`config.mk`:
```
export PLATFORM = sky130hd
export DESIGN_NAME = mem_ctrl
export DESIGN_NICKNAME = d
export VERILOG_FILES = /design/src/rtl/mem_ctrl_pkg.sv /design/src/rtl/mem_ctrl.sv
export SDC_FILE = /design/constraint.sdc
export NUM_CORES = 1
export LEC_CHECK = 0
export ABC_AREA = 1
export CORE_UTILIZATION = 30
export CTS_BUF_LIST = sky130_fd_sc_hd__clkbuf_4 sky130_fd_sc_hd__clkbuf_8
export DETAILED_ROUTE_END_ITERATION = 10
export GPL_TIMING_DRIVEN = 0
export HOLD_SLACK_MARGIN = 0.1
export PLACE_DENSITY_LB_ADDON = 0.12
export SYNTH_ARGS = -nofsm -noshare
export SYNTH_HDL_FRONTEND = slang
export SYNTH_SLANG_ARGS = --single-unit
export TNS_END_PERCENT = 50
```
`constraint.sdc`:
```
create_clock -name clk -period 5.1 [get_ports clk]
set_clock_uncertainty 0.05 [all_clocks]
set_input_delay 1.53 -clock clk [delete_from_list [all_inputs] [get_ports clk]]
set_output_delay 1.53 -clock clk [all_outputs]
set_load 0.01 [all_outputs]
```
`src/rtl/mem_ctrl_pkg.sv`:
```
// Shared encodings for the memory controller: FSM states, request owner,
// IO window selector and access-length codes.
package mem_ctrl_pkg;

  typedef enum logic [1:0] {
    S_IDLE = 2'd0,
    S_RD   = 2'd1,
    S_WR   = 2'd2,
    S_DONE = 2'd3
  } state_t;

  typedef enum logic {
    OWN_IF  = 1'b0,
    OWN_LSB = 1'b1
  } owner_t;

  localparam logic [1:0] IO_SEL_DEF = 2'b11;

  localparam logic [2:0] LEN_B = 3'd1;
  localparam logic [2:0] LEN_H = 3'd2;
  localparam logic [2:0] LEN_W = 3'd4;

  // Any length code other than byte/half collapses to a full word.
  function automatic logic [2:0] norm_len(input logic [2:0] len);
    case (len)
      LEN_B:   return LEN_B;
      LEN_H:   return LEN_H;
      default: return LEN_W;
    endcase
  endfunction

endpackage

```
`src/rtl/mem_ctrl.sv`:
```
// Single-port byte-wide memory sequencer arbitrating instruction fetch and
// the load/store buffer; assembles little-endian words from RAM bytes.
module mem_ctrl
  import mem_ctrl_pkg::*;
#(
  parameter int         ADDR_W = 32,
  parameter logic [1:0] IO_SEL = IO_SEL_DEF
) (
  input  logic              clk,
  input  logic              rst,
  input  logic              rdy,
  input  logic              rollback,
  input  logic [7:0]        mem_din,
  output logic [7:0]        mem_dout,
  output logic [ADDR_W-1:0] mem_a,
  output logic              mem_wr,
  input  logic              io_buffer_full,
  input  logic              if_req,
  input  logic [ADDR_W-1:0] if_addr,
  output logic              if_done,
  output logic [31:0]       if_data,
  input  logic              lsb_req,
  input  logic              lsb_wr,
  input  logic [ADDR_W-1:0] lsb_addr,
  input  logic [2:0]        lsb_len,
  input  logic [31:0]       lsb_wdata,
  output logic              lsb_done,
  output logic [31:0]       lsb_rdata
);

  state_t            state_q, state_d;
  owner_t            owner_q, owner_d;
  logic [ADDR_W-1:0] addr_q, addr_d;
  logic [2:0]        len_q, len_d;
  logic [31:0]       wdata_q, wdata_d;
  logic [2:0]        cnt_q, cnt_d;
  logic [31:0]       buf_q, buf_d;
  logic [ADDR_W-1:0] mem_a_q, mem_a_d, a_hold_q;
  logic [7:0]        mem_dout_q, mem_dout_d;
  logic              mem_wr_q, mem_wr_d;
  logic              if_done_q, if_done_d;
  logic              lsb_done_q, lsb_done_d;
  logic [31:0]       if_data_q, if_data_d;
  logic [31:0]       lsb_rdata_q, lsb_rdata_d;
  logic [1:0]        rd_idx;
  logic [2:0]        cnt_inc;
  logic              io_stall;

  assign rd_idx   = cnt_q[1:0] - 2'd1;
  assign cnt_inc  = cnt_q + 3'd1;
  assign io_stall = (addr_q[17:16] == IO_SEL) && io_buffer_full;

  // While frozen, re-present the last address so mem_din on resume still
  // carries the byte the sequence was about to capture.
  assign mem_a     = rdy ? mem_a_q : a_hold_q;
  assign mem_wr    = mem_wr_q & rdy;
  assign mem_dout  = mem_dout_q;
  assign if_done   = if_done_q & rdy & ~rollback;
  assign lsb_done  = lsb_done_q & rdy;
  assign if_data   = if_data_q;
  assign lsb_rdata = lsb_rdata_q;

  always_comb begin
    state_d     = state_q;
    owner_d     = owner_q;
    addr_d      = addr_q;
    len_d       = len_q;
    wdata_d     = wdata_q;
    cnt_d       = cnt_q;
    buf_d       = buf_q;
    mem_a_d     = mem_a_q;
    mem_dout_d  = mem_dout_q;
    mem_wr_d    = 1'b0;
    if_done_d   = 1'b0;
    lsb_done_d  = 1'b0;
    if_data_d   = if_data_q;
    lsb_rdata_d = lsb_rdata_q;
    case (state_q)
      S_IDLE: begin
        cnt_d = 3'd0;
        buf_d = 32'd0;
        if (rollback) begin
          state_d = S_IDLE;
        end else if (lsb_req) begin
          owner_d = OWN_LSB;
          addr_d  = lsb_addr;
          len_d   = norm_len(lsb_len);
          wdata_d = lsb_wdata;
          mem_a_d = lsb_addr;
          if (lsb_wr) begin
            state_d = S_WR;
            // Byte 0 may go out next cycle only if the IO buffer has room now.
            if ((lsb_addr[17:16] == IO_SEL) && io_buffer_full) begin
              cnt_d = 3'd0;
            end else begin
              mem_wr_d   = 1'b1;
              mem_dout_d = lsb_wdata[7:0];
              cnt_d      = 3'd1;
            end
          end else begin
            state_d = S_RD;
          end
        end else if (if_req) begin
          owner_d = OWN_IF;
          addr_d  = if_addr;
          len_d   = LEN_W;
          mem_a_d = if_addr;
          state_d = S_RD;
        end else begin
          state_d = S_IDLE;
        end
      end
      S_RD: begin
        if (rollback) begin
          state_d = S_IDLE;
          cnt_d   = 3'd0;
        end else begin
          // cnt counts cycles in RD; byte cnt-1 arrives on mem_din now.
          if (cnt_q != 3'd0) begin
            buf_d[{rd_idx, 3'b000} +: 8] = mem_din;
          end else begin
            buf_d = buf_q;
          end
          if (cnt_q == len_q) begin
            state_d = S_DONE;
            cnt_d   = 3'd0;
            if (owner_q == OWN_IF) begin
              if_done_d = 1'b1;
              if_data_d = buf_d;
            end else begin
              lsb_done_d  = 1'b1;
              lsb_rdata_d = buf_d;
            end
          end else begin
            cnt_d = cnt_inc;
            if (cnt_inc < len_q) begin
              mem_a_d = addr_q + {{(ADDR_W-3){1'b0}}, cnt_inc};
            end else begin
              mem_a_d = mem_a_q;
            end
          end
        end
      end
      S_WR: begin
        if (cnt_q == len_q) begin
          state_d    = S_DONE;
          cnt_d      = 3'd0;
          lsb_done_d = 1'b1;
        end else if (io_stall) begin
          cnt_d = cnt_q;
        end else begin
          mem_wr_d   = 1'b1;
          mem_a_d    = addr_q + {{(ADDR_W-3){1'b0}}, cnt_q};
          mem_dout_d = wdata_q[{cnt_q[1:0], 3'b000} +: 8];
          cnt_d      = cnt_inc;
        end
      end
      S_DONE: begin
        state_d = S_IDLE;
      end
      default: begin
        state_d = S_IDLE;
      end
    endcase
  end

  // State and output registers; everything freezes while rdy is low.
  always_ff @(posedge clk) begin
    if (rst) begin
      state_q     <= S_IDLE;
      owner_q     <= OWN_IF;
      addr_q      <= '0;
      len_q       <= 3'd0;
      wdata_q     <= 32'd0;
      cnt_q       <= 3'd0;
      buf_q       <= 32'd0;
      mem_a_q     <= '0;
      a_hold_q    <= '0;
      mem_dout_q  <= 8'd0;
      mem_wr_q    <= 1'b0;
      if_done_q   <= 1'b0;
      lsb_done_q  <= 1'b0;
      if_data_q   <= 32'd0;
      lsb_rdata_q <= 32'd0;
    end else if (rdy) begin
      state_q     <= state_d;
      owner_q     <= owner_d;
      addr_q      <= addr_d;
      len_q       <= len_d;
      wdata_q     <= wdata_d;
      cnt_q       <= cnt_d;
      buf_q       <= buf_d;
      mem_a_q     <= mem_a_d;
      a_hold_q    <= mem_a_q;
      mem_dout_q  <= mem_dout_d;
      mem_wr_q    <= mem_wr_d;
      if_done_q   <= if_done_d;
      lsb_done_q  <= lsb_done_d;
      if_data_q   <= if_data_d;
      lsb_rdata_q <= lsb_rdata_d;
    end
  end

endmodule

```
== After elaboration in Yosys (flattened, before gate mapping) ==
Index checks and enable logic that the tools add are counted.
Storage, ports and cells
  bits in registers: 244
  input port bits: 115
  output and inout port bits: 107
  logic and storage cells: 123
Cells by class
  add/subtract/negate cells: 5
  order comparisons: 1
  equality and inequality tests: 19
  shifts and indexed selects: 3
  mux-type cells: 58
  bitwise gates (word level): 6
  reduce and logical (&&, ||, !) cells: 16
Operators by type and width (count)
  $mux 32: 11
  $pmux 32 s3: 1
  $add 32x3->32: 2
  $pmux 32 s2: 1
  $mux 8: 6
  $bwmux 32: 1
  $shift 8x7->32 const A: 1
  $shiftx 32x6->8: 1
  $shiftx 8x7->32: 1
  $mux 1: 21
  $mux 3: 6
  $ne 2x2->1 const B: 9
  $pmux 8 s2: 1
  $mux 2: 5
  $reduce_and 5->1: 2
  $pmux 3 s3: 1
  $reduce_and 9->1: 1
  $eq 2x2->1 const B: 4
  $pmux 2 s4: 1
  $reduce_and 4->1: 2
  $reduce_and 8->1: 1
  $neg 5->7: 1
  $ne 3x3->1 const B: 2
  $pmux 3 s2: 1
  other kinds (15): 25

== Depth between registers and ports, before layout ==
Gate-level depths: netlist (run 1).
  depth in word-level cells: 7
  gate-level depth with buffers: 19
  gate-level depth less buffers: 16

== Least setup slack after synthesis (run 1) ==
OpenSTA, ideal clock, no wires.
  path type: input-to-output
  start point: input rdy
  end point: output mem_a[10]
  data arrival time: 2.398 ns
  data required time: 3.520 ns
  slack: 1.122 ns
  cell stages on the path: 6
  path buffers: 3
  cell sequence: buf_4 -> inv_2 -> buf_2 -> buf_1 -> nand2_1 -> nand2_1
On the way
  longest elaborated chain between the ends: 1
Ends and longest elaborated chain
  start: declaration: RTL line mem_ctrl.sv:11  | input logic rdy,
  $mux 32
  end: declaration: RTL line mem_ctrl.sv:15  | output logic [ADDR_W-1:0] mem_a,
Every way passes these cells.

== Final worst setup path (run 1) ==
  start point: input rdy
  end point: output mem_a[19]
Same word-level chain as after synthesis.

==> results.md, run 1 <==
* Fin worst setup slack at roughly 0.12 ns
* Highest-count cells in the layout ignoring fill and taps: 385 x nand2_1, 244 x dfxtp_1, 220 x clkdlybuf4s50_1
* Non-filler cells, final at around 2500
* P_int at 0.00352 W
* Clk sinks at 244
* Via count at 11900
* CP Capture Type: output port
* Post-route ant nets at 0
* Port bufs at 220
* Clock power share at between 40% and 50%
* Dpl cells at between 2000 and 2500
* Max Freq at around 200 MHz
* Mapped Nets at 1811
* Fin crit period at 4.98 ns
* Pre-CTS setup slack at -0.0462 ns
* RSZ-0062 raised after global routing: no
* Cell Pwr Density at between 300 and 400 mW/mm2
* Initial DRC count at roughly 750
* Max-slew headroom at roughly a third
* Sw Ratio at 27.7%
* Asr flop ratio synth at 0%
* Drt wl/cell at between 15 and 20 um
* Status: finished clean
* GRT Total Usage at a little over a fifth
* Post-synth top area cell: dfxtp_1
* Leak Pwr at 5.92 nW
* Core area at roughly 0.038 mm2
* Critical Path RT at between 3 and 4 ns
* CTS Buf Count at 45
* Hold WS at between 0.3 and 0.4 ns
* First-pass GRT wire length at 64800 um
* Via/cell ratio at around 4.8
* Total power at 0.00487 W
* Die Wd at 199 um
* Critical path class: primary input to output port
* Switching pwr at ~0.0013 W
* Initial Util at a little under a third
* Max-slew violation count at 0
* Die Span Y at 199 um
* Post-Synthesis Cells at approximately 1700
* Crit path max fanout at 10
* Hold crit path type: flop to flop
* Library cells used by synthesis at 41
* Num ports at between 200 and 250
* Die area at 0.0397 mm2
* Combinational power share at 14.6%
* Overflow after GRT at 0
* Synth Area per Inst at between 6 and 7 um2
* Seq/Total Area, Yosys at between 40% and 50%
* Layout cell share with drive strength beyond 1 at 7.78%
* Cells on Worst Hold Path at 2
* Number of setup buffers added after CTS at 0
* Worst reg2reg path depth at 19
* Worst-Margin Slew at ~1 ns
* Drt pass-1 iters at 5
* Final setup vio count at 0
* Max-cap viol count at 0
* Critical path arrival at approximately 3.4 ns
* Cell area after synthesis at about 0.012 mm2
* Worst vdd ir at ~0.14 mV
* Drc violations at 0
* Fill cells at between 4000 and 5000
* Num rows at roughly 70
* Largest cells by area after synthesis: dfxtp_1 42%, nand2_1 12%, a21oi_1 8.0%
* Final Util at ~41%
* NumNets Final at slightly above 2000
* Leading cell type in the layout, fill and taps excluded: nand2_1
* Initial antenna violation count at 1
* Flops & latches, synth at 244
* Area delta synth->final at 33.2%
* Share of the synthesized area in the top cell type at between 40% and 50%
* Seq pwr share at 41.8%
* Dominant synthesized flop cell: dfxtp_1
* Hold-fix buffers at CTS at 0
* Critical Path Source Type: primary input
* Final worst path period share at between 90% and 100%
* CTS root buf: clkbuf_8
* Reg clk slew, reported paths at ~0.060 ns
* CTS tree: done
* Worst-case clock buffer depth at 3
* DP HPWL at ~33000 um
* YS warnings at 0
* H-tree depth at 2
* Post-synth EDFFs at 0
* Largest net degree at the start of global routing at 12
* Post-CTS sizing at 1
* Placer Congestion at 0.936
* Final hold violation count at 0
* Final wirelength at roughly 43000 um
* Clock latency at the later pin of the worst-skew pair at approximately 0.58 ns
* Vias in the first global route at between 10000 and 15000
area by class of cell:
type | instances | area, um2 | area share [%]
Antenna cell | 1 | 2.50 | 0.0161
Buffer | 97 | 498 | 3.21
Clock buffer | 72 | 928 | 5.98
Clock inverter | 9 | 98.8 | 0.636
Inverter | 156 | 588 | 3.78
Multi-Input combinational cell | 1182 | 5700 | 36.7
Sequential cell | 244 | 4880 | 31.4
Tap cell | 511 | 639 | 4.11
Timing Repair Buffer | 220 | 2200 | 14.2
power groups by stage:
stage	clock (W)	sequential (W)	combinational (W)
finish	0.00212	0.00204	0.000712
global route	0.00225	0.00205	0.000786
CTS	0.00218	0.00204	0.000716
detailed placement	0	0.00208	0.000713
global placement	0	0.00208	0.000708
floorplan	0	0.00207	0.000389
state kept, by name (all words and copies together) (netlist names):
| name | flops |
|---|---|
| len_q | 3 |
| mem_dout | 8 |
| owner_q | 1 |
| cnt_q | 3 |
| if_data | 32 |
| mem_a_q | 32 |
| state_q | 2 |
| addr_q | 32 |
| mem_wr_q | 1 |
| wdata_q | 32 |
| lsb_rdata | 32 |
| if_done_q | 1 |
| a_hold_q | 32 |
| lsb_done_q | 1 |
| buf_q | 32 |
layer usage:
metal  GRT usage, %  up-vias  wire, um
met2           33.3      336     18200
li1               -     6032         -
met3           3.22       53      2540
met5              0        -         0
met4           4.90        0       718
met1           31.1     5443     21100
critical path, cell delays in order:
cell and delay, ns:
buf_4 0.17, inv_2 0.09, buf_2 0.26, buf_1 0.51
nand2_1 0.14, nand2_1 0.13, clkdlybuf4s50_1 0.55
synthesized netlist by cell type, types with 3 or more instances:
master    number
mux2_2         4
buf_4          6
a21oi_1      187
o311ai_0       3
nor3_1         9
ha_1          16
dfxtp_1      244
inv_1        147
clkbuf_1      51
a31oi_1        3
nand2_1      385
nand3_2       10
o21ai_0      162
o22ai_1        6
nor2_2         3
nor2_1       213
o21a_1         3
buf_6         11
nand4_1        9
mux2i_1       29
inv_2          7
a211oi_1      24
xnor2_1        3
o21ai_1       43
nand3_1       55
buf_1          7
buf_2         22
metrics by stage:
stage | instance area [um2] | TNS [ns]
after floorplan | 11700 | 0
after global placement | 14500 | -0.0393
after detailed placement | 14500 | -0.0873
after CTS | 15500 | 0
after global routing | 15500 | 0
final | 15500 | 0
cell families after synthesis:
group	after synthesis	synth area share, %
flip-flops	244	41.9
buffers and inverters	253	9.30
XOR/XNOR	4	0.365
multiplexers	33	2.87
adder cells (fa/ha/maj)	17	1.89
AO/OA/AOI/OAI	435	19.5
AND/OR/NAND/NOR	693	24.2
worst paths after layout:
check | from | to | slack, ns
worst max-delay path | rdy | mem_a[19] | 0.12
worst min-delay path | if_data[4]$_SDFFE_PP0P_ | if_data[4]$_SDFFE_PP0P_ | 0.39
worst max register to register | cnt_q[0]$_SDFFE_PP0P_ | mem_a_q[10]$_SDFFE_PP0P_ | 0.61
worst min register to register | if_data[4]$_SDFFE_PP0P_ | if_data[4]$_SDFFE_PP0P_ | 0.39
(Power assumes the default switching activity.)
==> run 2: changes to the inputs <==
- CORE_MARGIN: not set -> 2
==> results.md, run 2 (synthesis results as in run 1) <==
* CTS tree: done (unchanged)
* Critical path arrival at 3.28 ns (was 3.40 ns)
* Drc violations at 0 (unchanged)
* Clock latency at the later pin of the worst-skew pair at 0.60 ns (was 0.58 ns)
* Drt wl/cell at 17.1 um (about the same)
* Cell Pwr Density at 308 mW/mm2 (was 314 mW/mm2)
* Leading cell type in the layout, fill and taps excluded: nand2_1 (unchanged)
* Placer Congestion at 0.898 (was 0.936)
* Dpl cells at 2417 (was 2410)
* Max Freq at 206 MHz (was 201 MHz)
* Crit path max fanout at 10 (unchanged)
* Pre-CTS setup slack at 0.0389 ns (was -0.0462 ns)
* Drt pass-1 iters at 6 (was 5)
* Via/cell ratio at 4.75 (was 4.76)
* Critical path class: primary input to output port (unchanged)
* NumNets Final at 2078 (unchanged)
* CP most frequent cell: nand2_1 (unchanged)
* GRT Total Usage at 20.9% (was 21.5%)
* Final wirelength at 42600 um (about the same)
* Post-route ant nets at 0 (unchanged)
* Reg clk slew, reported paths at 0.06 ns (about the same)
* Max-slew violation count at 0 (unchanged)
* H-tree depth at 2 (unchanged)
* Final worst path period share at 95.3% (was 97.6%)
* Critical Path RT at 3.52 ns (about the same)
* RSZ-0062 raised after global routing: no (unchanged)
* Max-cap viol count at 0 (unchanged)
* Final setup TNS at 0 ns (unchanged)
* Non-filler cells, final at 2500 (was 2492)
* DP HPWL at 32500 um (was 32800 um)
* Final setup vio count at 0 (unchanged)
* Status: finished clean (unchanged)
* Worst vdd ir at 0.149 mV (was 0.138 mV)
* Final hold violation count at 0 (unchanged)
* Worst-Margin Slew at 0.954 ns (was 0.999 ns)
* Die Span Y at 201 um (was 199 um)
* Vias in the first global route at 11500 (was 11300)
* Layout cell share with drive strength beyond 1 at 7.82% (was 7.78%)
* CTS root buf: clkbuf_8 (unchanged)
* Num ports at 222 (unchanged)
* First-pass GRT wire length at 65800 um (was 64800 um)
* Area delta synth->final at 32.7% (was 33.2%)
* Clk sinks at 244 (unchanged)
* Initial DRC count at 812 (was 748)
* Fin worst setup slack at 0.237 ns (was 0.121 ns)
* Port bufs at 220 (unchanged)
* Die area at 0.0405 mm2 (was 0.0397 mm2)
* Hold crit path type: flop to flop (unchanged)
* Fin crit period at 4.86 ns (was 4.98 ns)
* Largest net degree at the start of global routing at 12 (unchanged)
* Highest-count cells in the layout ignoring fill and taps: 385 x nand2_1, 244 x dfxtp_1, 220 x clkdlybuf4s50_1 (unchanged)
* Via count at 11900 (about the same)
* Critical Path Source Type: primary input (unchanged)
* CP Cell Sequence: buf_4 -> inv_2 -> buf_2 -> buf_1 -> nand2_1 -> nand2_1 -> clkdlybuf4s50_1 (unchanged)
* Max-slew headroom at 36.4% (was 33.4%)
* CTS Buf Count at 45 (unchanged)
* Overflow after GRT at 0 (unchanged)
* Num rows at 72 (was 71)
* Die Wd at 201 um (was 199 um)
* Max stage delay cell, worst path: clkdlybuf4s50_1 (unchanged)
* Initial antenna violation count at 1 (unchanged)
* CP Capture Type: output port (unchanged)
* Core area at 0.0386 mm2 (was 0.0379 mm2)
* CP peak stage delay at 0.57 ns (was 0.55 ns)
* Initial Util at 30.3% (was 30.8%)
* Worst-case clock buffer depth at 3 (unchanged)
* Leak Pwr at 5.90 nW (was 5.92 nW)
-- run 2: changes by cell type in the layout (fill, tap and decap cells not counted) --
cell	before	now
clkbuf_2	0	1
bufinv_16	2	1
clkbuf_8	62	56
buf_2	23	22
clkinv_2	6	10
clkbuf_4	10	14
-- run 2: worst paths after layout --
path | start | cells past startpoint | endpoint | slack, ns
setup / recovery | rdy | 7 | mem_a[27] | 0.24
hold / removal | lsb_rdata[24]$_SDFFE_PP0P_ | 2 | lsb_rdata[24]$_SDFFE_PP0P_ | 0.39
setup reg to reg | cnt_q[0]$_SDFFE_PP0P_ | 19 | mem_a_q[10]$_SDFFE_PP0P_ | 0.80
hold reg to reg | lsb_rdata[24]$_SDFFE_PP0P_ | 2 | lsb_rdata[24]$_SDFFE_PP0P_ | 0.39
-- run 2: stage by stage --
step,utilization (%),hold WS (ns),total power (W),instance area (um2)
CTS,40.1,0.397,0.00484,15500
global route,40.2,0.412,0.00500,15500
finish,40.2,0.392,0.00477,15500
global placement,37.6,0.384,0.00278,14500
floorplan,-,0.380,0.00245,11700
detailed placement,37.6,0.387,0.00279,14500
-- run 2: critical path: cells and delay by family --
family        cells  cell delay, ns
buf+inv           5            1.50
simple gates      2            0.25
-- run 2: layout make-up --
| class | count | area, um2 |
|---|---|---|
| antenna | 1 | 2.50 |
| buffer | 97 | 498 |
| clock buffer | 70 | 876 |
| clock inverter | 12 | 88.8 |
| fill | 4112 | 23100 |
| inverter | 156 | 588 |
| multi-input combinational | 1182 | 5700 |
| sequential | 244 | 4880 |
| tap | 518 | 648 |
| timing repair buffer | 220 | 2200 |
-- run 2: repair_timing --
action	4_1_cts	5_1_grt
resized for setup	0	1
hold buffers	0	0
endpoints found under the setup margin	0	10
buffers inserted	0	0
-- run 2: power breakdown --
part	leakage [nW]	switching (W)	internal [W]
clock	0.525	0.000878	0.00115
combinational	3.40	0.000427	0.000285
sequential	1.98	0.0000528	0.00198
-- run 2: metal layers --
| layer | global-route usage [%] | vias to the layer above | part of all wire, % | wire length (um) |
|---|---|---|---|---|
| li1 | - | 6025 | - | - |
| met1 | 28.9 | 5467 | 48 | 20600 |
| met2 | 32.4 | 329 | 43 | 18200 |
| met3 | 4.89 | 61 | 7.2 | 3080 |
| met4 | 5.83 | 0 | 2.0 | 843 |
| met5 | 0 | - | 0 | 0 |
